**src/rtl/lcd_debug_writer.sv**
```systemverilog
// ---------------------------------------------------------------------------
// lcd_debug_writer
//   Drives a 16x2 HD44780 character LCD in 8-bit write-only mode. After the
//   power-up wait and the controller init sequence, each redraw request takes
//   a snapshot of PC / SEL / DATA and paints:
//     line 1: "PC " + 8 hex digits of PC + 5 spaces
//     line 2: "S" + 2 hex digits of SEL + ": " + 8 hex digits of DATA + 3 spaces
//
// Ports
//   CLOCK_50   in   single clock, rising edge
//   SYS_reset  in   synchronous, active-high reset
//   upd_req    in   one-cycle redraw request
//   DATA       in   32-bit debug word
//   PC         in   32-bit program counter
//   SEL        in   8-bit debug output-select code
//   busy       out  high unless idle with no redraw pending
//   ready      out  high once the init sequence has completed
//   LCD_DATA   out  LCD data bus
//   LCD_RS     out  0 = command, 1 = character
//   LCD_RW     out  tied low (write only)
//   LCD_EN     out  enable strobe; the LCD latches on its falling edge
// ---------------------------------------------------------------------------
module lcd_debug_writer #(
    parameter int PWRUP_CYCLES = 750000,
    parameter int EN_CYCLES    = 25,
    parameter int CMD_WAIT     = 2500,
    parameter int CLR_WAIT     = 100000
) (
    input  logic        CLOCK_50,
    input  logic        SYS_reset,
    input  logic        upd_req,
    input  logic [31:0] DATA,
    input  logic [31:0] PC,
    input  logic [7:0]  SEL,
    output logic        busy,
    output logic        ready,
    output logic [7:0]  LCD_DATA,
    output logic        LCD_RS,
    output logic        LCD_RW,
    output logic        LCD_EN
);

    typedef enum logic [2:0] {
        ST_PWR_WAIT,
        ST_INIT,
        ST_IDLE,
        ST_L1A,
        ST_L1C,
        ST_L2A,
        ST_L2C
    } state_e;

    // Per-byte sub-sequence: one setup clock, EN strobe, then EN-low hold.
    typedef enum logic [1:0] {
        PH_SETUP,
        PH_STROBE,
        PH_HOLD
    } phase_e;

    localparam logic [31:0] PWRUP_LAST = 32'(PWRUP_CYCLES - 1);
    localparam logic [31:0] EN_LAST    = 32'(EN_CYCLES - 1);
    localparam logic [31:0] CMD_LAST   = 32'(CMD_WAIT - 1);
    localparam logic [31:0] CLR_LAST   = 32'(CLR_WAIT - 1);

    state_e      state_q, state_d;
    phase_e      phase_q, phase_d;
    logic [31:0] cnt_q, cnt_d;
    logic [3:0]  idx_q, idx_d;
    logic        pend_q, pend_d;
    logic        ready_q, ready_d;
    logic [31:0] snap_pc_q, snap_pc_d;
    logic [31:0] snap_data_q, snap_data_d;
    logic [7:0]  snap_sel_q, snap_sel_d;
    logic [7:0]  lcd_data_q, lcd_data_d;
    logic        lcd_rs_q, lcd_rs_d;
    logic        lcd_en_q, lcd_en_d;

    function automatic logic [7:0] hex_ascii(input logic [3:0] n);
        // 0x37 + 10 = 'A', so one offset covers the whole A-F range.
        return (n < 4'd10) ? (8'h30 + {4'h0, n}) : (8'h37 + {4'h0, n});
    endfunction

    function automatic logic [63:0] hex_word(input logic [31:0] v);
        logic [63:0] r;
        for (int i = 0; i < 8; i++) begin
            r[63 - 8*i -: 8] = hex_ascii(v[31 - 4*i -: 4]);
        end
        return r;
    endfunction

    function automatic logic [7:0] init_cmd(input logic [3:0] i);
        case (i)
            4'd0:    return 8'h38;  // 8-bit bus, 2 lines, 5x8 font
            4'd1:    return 8'h0C;  // display on, cursor off
            4'd2:    return 8'h01;  // clear display
            default: return 8'h06;  // entry mode: increment, no shift
        endcase
    endfunction

    // Both text lines are pure functions of the frozen snapshot.
    logic [127:0] line1, line2;
    assign line1 = {8'h50, 8'h43, 8'h20, hex_word(snap_pc_q), {5{8'h20}}};
    assign line2 = {8'h53, hex_ascii(snap_sel_q[7:4]), hex_ascii(snap_sel_q[3:0]),
                    8'h3A, 8'h20, hex_word(snap_data_q), {3{8'h20}}};

    logic         byte_done;
    logic         sending_d;
    logic [7:0]   next_byte;
    logic [127:0] line_sh;
    logic [31:0]  hold_last;

    // The clear command needs the long settle time; every other byte the short one.
    assign hold_last = (!lcd_rs_q && lcd_data_q == 8'h01) ? CLR_LAST : CMD_LAST;

    always_comb begin
        // NOTE: every signal driven here gets a default first so no path leaves it unassigned (which would infer a latch).
        state_d     = state_q;
        phase_d     = phase_q;
        cnt_d       = cnt_q;
        idx_d       = idx_q;
        ready_d     = ready_q;
        snap_pc_d   = snap_pc_q;
        snap_data_d = snap_data_q;
        snap_sel_d  = snap_sel_q;
        lcd_data_d  = lcd_data_q;
        lcd_rs_d    = lcd_rs_q;
        byte_done   = 1'b0;
        next_byte   = 8'h00;
        line_sh     = '0;

        // Requests accumulate in any state; several collapse into one redraw.
        pend_d = pend_q | upd_req;

        case (state_q)
            ST_PWR_WAIT: begin
                if (cnt_q == PWRUP_LAST) begin
                    state_d = ST_INIT;
                    phase_d = PH_SETUP;
                    cnt_d   = '0;
                    idx_d   = '0;
                end else begin
                    cnt_d = cnt_q + 32'd1;
                end
            end

            ST_IDLE: begin
                if (pend_q) begin
                    snap_pc_d   = PC;
                    snap_data_d = DATA;
                    snap_sel_d  = SEL;
                    // A request on this same edge is covered by this redraw.
                    pend_d      = 1'b0;
                    state_d     = ST_L1A;
                    phase_d     = PH_SETUP;
                    cnt_d       = '0;
                    idx_d       = '0;
                end
            end

            default: begin
                case (phase_q)
                    PH_SETUP: begin
                        phase_d = PH_STROBE;
                        cnt_d   = '0;
                    end
                    PH_STROBE: begin
                        if (cnt_q == EN_LAST) begin
                            phase_d = PH_HOLD;
                            cnt_d   = '0;
                        end else begin
                            cnt_d = cnt_q + 32'd1;
                        end
                    end
                    default: begin
                        if (cnt_q == hold_last) begin
                            byte_done = 1'b1;
                        end else begin
                            cnt_d = cnt_q + 32'd1;
                        end
                    end
                endcase

                if (byte_done) begin
                    phase_d = PH_SETUP;
                    cnt_d   = '0;
                    case (state_q)
                        ST_INIT: begin
                            if (idx_q == 4'd3) begin
                                state_d = ST_IDLE;
                                ready_d = 1'b1;
                            end else begin
                                idx_d = idx_q + 4'd1;
                            end
                        end
                        ST_L1A: begin
                            state_d = ST_L1C;
                            idx_d   = '0;
                        end
                        ST_L1C: begin
                            if (idx_q == 4'd15) begin
                                state_d = ST_L2A;
                            end
                            idx_d = idx_q + 4'd1;  // wraps to 0 for the next state
                        end
                        ST_L2A: begin
                            state_d = ST_L2C;
                            idx_d   = '0;
                        end
                        default: begin  // ST_L2C
                            if (idx_q == 4'd15) begin
                                state_d = ST_IDLE;
                            end
                            idx_d = idx_q + 4'd1;
                        end
                    endcase
                end
            end
        endcase

        // Bus outputs are registered: the byte is loaded on the edge entering
        // SETUP and held unchanged through STROBE and HOLD.
        sending_d = (state_d != ST_PWR_WAIT) && (state_d != ST_IDLE);
        case (state_d)
            ST_INIT: next_byte = init_cmd(idx_d);
            ST_L1A:  next_byte = 8'h80;
            ST_L1C: begin
                line_sh   = line1 << {idx_d, 3'b000};
                next_byte = line_sh[127:120];
            end
            ST_L2A:  next_byte = 8'hC0;
            ST_L2C: begin
                line_sh   = line2 << {idx_d, 3'b000};
                next_byte = line_sh[127:120];
            end
            default: next_byte = 8'h00;
        endcase

        if (sending_d && phase_d == PH_SETUP) begin
            lcd_data_d = next_byte;
            lcd_rs_d   = (state_d == ST_L1C) || (state_d == ST_L2C);
        end
        lcd_en_d = sending_d && (phase_d == PH_STROBE);
    end

    always_ff @(posedge CLOCK_50) begin
        // NOTE: sequential state uses non-blocking assignments so every register samples pre-edge values.
        if (SYS_reset) begin
            state_q     <= ST_PWR_WAIT;
            phase_q     <= PH_SETUP;
            cnt_q       <= '0;
            idx_q       <= '0;
            pend_q      <= 1'b0;
            ready_q     <= 1'b0;
            // NOTE: the snapshot is only a few registers, so it is cleared with the rest rather than left unreset like a RAM.
            snap_pc_q   <= '0;
            snap_data_q <= '0;
            snap_sel_q  <= '0;
            lcd_data_q  <= 8'h00;
            lcd_rs_q    <= 1'b0;
            lcd_en_q    <= 1'b0;
        end else begin
            state_q     <= state_d;
            phase_q     <= phase_d;
            cnt_q       <= cnt_d;
            idx_q       <= idx_d;
            pend_q      <= pend_d;
            ready_q     <= ready_d;
            snap_pc_q   <= snap_pc_d;
            snap_data_q <= snap_data_d;
            snap_sel_q  <= snap_sel_d;
            lcd_data_q  <= lcd_data_d;
            lcd_rs_q    <= lcd_rs_d;
            lcd_en_q    <= lcd_en_d;
        end
    end

    assign busy     = !((state_q == ST_IDLE) && !pend_q);
    assign ready    = ready_q;
    assign LCD_DATA = lcd_data_q;
    assign LCD_RS   = lcd_rs_q;
    assign LCD_RW   = 1'b0;
    assign LCD_EN   = lcd_en_q;

endmodule

```
**config.mk**
```make
export PLATFORM = sky130hd
export DESIGN_NAME = lcd_debug_writer
export DESIGN_NICKNAME = d
export VERILOG_FILES = /design/src/rtl/lcd_debug_writer.sv
export SDC_FILE = /design/constraint.sdc
export NUM_CORES = 1
export LEC_CHECK = 0
export CAP_MARGIN = 20
export CORE_MARGIN = 4
export CORE_UTILIZATION = 58
export CTS_BUF_LIST = sky130_fd_sc_hd__clkbuf_16
export DETAILED_ROUTE_END_ITERATION = 8
export PLACE_DENSITY = 0.82
export SLEW_MARGIN = 5
export SYNTH_ARGS = -nofsm -noshare
export SYNTH_HDL_FRONTEND = slang
export SYNTH_SLANG_ARGS = --single-unit
export TNS_END_PERCENT = 50
```
**constraint.sdc**
```tcl
create_clock -name CLOCK_50 -period 4 [get_ports CLOCK_50]
set_input_delay 0.8 -clock CLOCK_50 [delete_from_list [all_inputs] [get_ports CLOCK_50]]
set_output_delay 0.8 -clock CLOCK_50 [all_outputs]
set_load 0.005 [all_outputs]
```
==> qor.txt <==
Average cell area after synthesis = 6.99 um^2
Sequential fraction of the synthesis area = 30.4%
Pwr dens = 293 nW/um^2
I/O Pins = 88
Worst Hold Class = register to register
CTS tree = yes
Die X = 127 um
Vias per cell = 6.25
Worst Path Arrival = 4.14 ns
Power share of the clock group = 53.5%
DR WL/cell = 17.5 um
Dominant cells by area after synthesis = dfxtp_1, nand2_1, a21oi_1
Dpl ws = 0.215 ns
Post-synth EDFFs = 0
Mapped Cells = 1177
Synth cell types = 76
Final Setup Violations = 0
Post-Route WL = 25.3 mm
DRC Markers = 0
Slew HR = 52.1%
Hold path depth = 2
Clock-pin slew on the worst setup and hold paths = 0.06 ns
Remaining Overflow, GRT = 0
Initial drt markers = 1031
Pleak = 3.23 nW
Final Hold Fails = 0
Syn. warnings = 0
Synth top area share = 30.4%
Rows = 43
Worst Setup SP = cnt_q[4]$_SDFFE_PP0P_
Final nets = 1344
Remaining antenna violation count = 0
WP data required = 4.32 ns
Synth area leader = dfxtp_1
Initial antenna violation count = 0
Internal power = 2.29 mW
Worst setup margin = 0.177 ns
Hpwl dp = 18.3 mm
MaxCap Viol Count = 0
Fmax = 262 MHz
Final critical-path required period = 3.82 ns
Final Total Pwr = 2.92 mW
Clock Latency Late Sink = 0.42 ns
Slew @ Worst Pin = 0.715 ns
CTS H-tree depth = 4
Largest net degree at the start of global routing = 74
Die area = 16200 um^2
Post-synth top flop = dfxtp_1
Crit end category = register
R2R Path Start = cnt_q[4]$_SDFFE_PP0P_
Critical path class = register to register
Chip height = 127 um
Core area = 13900 um^2
R2r worst-path depth = 12
Comb power frac = 3.6%
RSZ-0062 raised after global routing = true
Sw Ratio = 21.5%
Clock sink total = 125
RR Endpoint = LCD_DATA[6]$_SDFFE_PP0P_
Outcome = complete, no violations
Ant. Diodes = 0
Starting Density = 59.3%
Sequential power share = 42.9%
Async set-reset flop share out of synthesis = 0%
Peak supply drop = 296 uV
Gr usage total = 31.1%
Clk root buf = clkbuf_16
Via count = 9010
#FFs+latches synth = 125
Sw Pwr = 628 uW
First-pass GRT wire length = 41.0 mm
Vias in the first global route = 8216
Final period utilization = 95.6%
Max clock buf depth = 2
Commonest cells in the synthesized netlist = nand2_1, a21oi_1, dfxtp_1, nor2_1, o21ai_0
FF-to-FF setup slack = 0.18 ns
Area Growth Syn to Fin = 21.3%
CTS Buf Count = 17
Max FO, Critical Path = 33
GP Congestion = 0.959
Post-synth net total = 1273
Most frequent cell after synthesis = nand2_1
Buffers on Ports = 86
Share of layout cells above drive strength 1 = 8.33%
Clock Skew = 0.00807 ns
Total setup buffers inserted after CTS = 0
CP Launch Type = register
Drt first pass iters = 6
Final Slew Violations = 0
Worst Setup EP = LCD_DATA[6]$_SDFFE_PP0P_
Post-Syn Area = 8230 um^2
==> placed cells by master, fill, tap and decap left out, types with 5 or more instances in the layout <==
cell type,n
a22oi_1,6
buf_4,35
nand2b_1,9
a21boi_0,5
dfxtp_1,125
a31oi_1,20
o211ai_1,7
mux2i_1,7
a21oi_1,154
and3_1,13
a21o_1,6
o21ai_0,70
ha_1,21
clkdlybuf4s50_1,85
nand3_1,29
nor3_1,28
or3_1,14
o31ai_1,6
nor2b_1,7
clkbuf_16,17
a211oi_1,14
nand4_1,16
a311oi_1,12
inv_1,53
nor2_1,100
xnor2_1,22
o311ai_0,7
a31o_2,5
nor4_1,16
nand2_1,243
==> final cells by class <==
cell class,count,area (um^2)
Fill cell,1169,3910
Multi-Input combinational cell,927,5260
Tap cell,180,225
Clock inverter,15,171
Sequential cell,125,2500
Timing Repair Buffer,124,1190
Inverter,53,199
Clock buffer,17,425
==> sequential cells by signal (all words and copies together) (netlist names), 2 cells and up <==
register	cells
idx_q	4
snap_sel_q	8
cnt_q	32
snap_data_q	32
state_q	3
LCD_DATA	8
phase_q	2
snap_pc_q	32
==> how the worst min path moves through the flow <==
stage	from	endpoint	slack, ns
after floorplan	snap_data_q[16]$_SDFFE_PP0P_	snap_data_q[16]$_SDFFE_PP0P_	0.44
after global placement	snap_data_q[24]$_SDFFE_PP0P_	snap_data_q[24]$_SDFFE_PP0P_	0.44
after detailed placement	snap_data_q[24]$_SDFFE_PP0P_	snap_data_q[24]$_SDFFE_PP0P_	0.45
after CTS	snap_data_q[24]$_SDFFE_PP0P_	snap_data_q[24]$_SDFFE_PP0P_	0.46
after global routing	snap_pc_q[8]$_SDFFE_PP0P_	snap_pc_q[8]$_SDFFE_PP0P_	0.48
final	snap_data_q[24]$_SDFFE_PP0P_	snap_data_q[24]$_SDFFE_PP0P_	0.45
==> cells by family (layout without fill, tap and decap cells) <==
group | Yosys count | after routing | share of synthesized area, %
flip-flops | 125 | 125 | 30.4
AND/OR/NAND/NOR | 513 | 513 | 28.8
AO/OA/AOI/OAI | 359 | 359 | 27.4
adder cells (fa/ha/maj) | 21 | 21 | 3.19
other | 1 | 1 | 0.0456
multiplexers | 11 | 11 | 1.58
buffers and inverters | 125 | 209 | 6.24
XOR/XNOR | 22 | 22 | 2.34
==> worst max-delay path: stages, from the launching register on <==
cell and delay (ns):
dfxtp_1 0.37, or4_4 0.57, or4_4 0.53, mux2_4 0.32
nor2_2 0.21, a41o_1 0.35, nor3_4 0.08, buf_12 0.18
nor3_1 0.21, a311oi_1 0.08, nor3_1 0.32, a311oi_2 0.17
a2111oi_2 0.33
==> power by group through the flow <==
stage / clock [mW] / sequential (mW) / combinational, mW
6_report: 1.56 / 1.25 / 0.105
5_1_grt: 1.64 / 1.25 / 0.113
4_1_cts: 1.58 / 1.25 / 0.106
3_5_place_dp: 0 / 1.28 / 0.105
3_3_place_gp: 0 / 1.28 / 0.104
2_1_floorplan: 0 / 1.28 / 0.0286
==> stage by stage <==
step | cell area, um^2 | instances | util [%] | hold slack [ns] | TNS, ns
floorplan | 8230 | 1177 | - | 0.436 | 0
global placement | 9360 | 1409 | 67.4 | 0.444 | 0
detailed placement | 9360 | 1409 | 67.4 | 0.448 | 0
CTS | 9950 | 1441 | 71.7 | 0.457 | 0
global route | 9980 | 1441 | 71.9 | 0.484 | -0.0172
finish | 9980 | 1441 | 71.9 | 0.455 | 0
==> repair_timing <==
item	CTS	global route
endpoints found under the setup margin	0	5
hold endpoints to repair	0	0
gates resized for setup	0	5
hold buffers	0	0
==> metal layers <==
layer  track usage (%)  part of all wire, %
met5                 0                    0
met4              11.9                  3.1
met3              6.48                  7.5
met2              49.3                   45
met1              41.8                   44
Note: power is estimated with default switching activity, not from simulation.
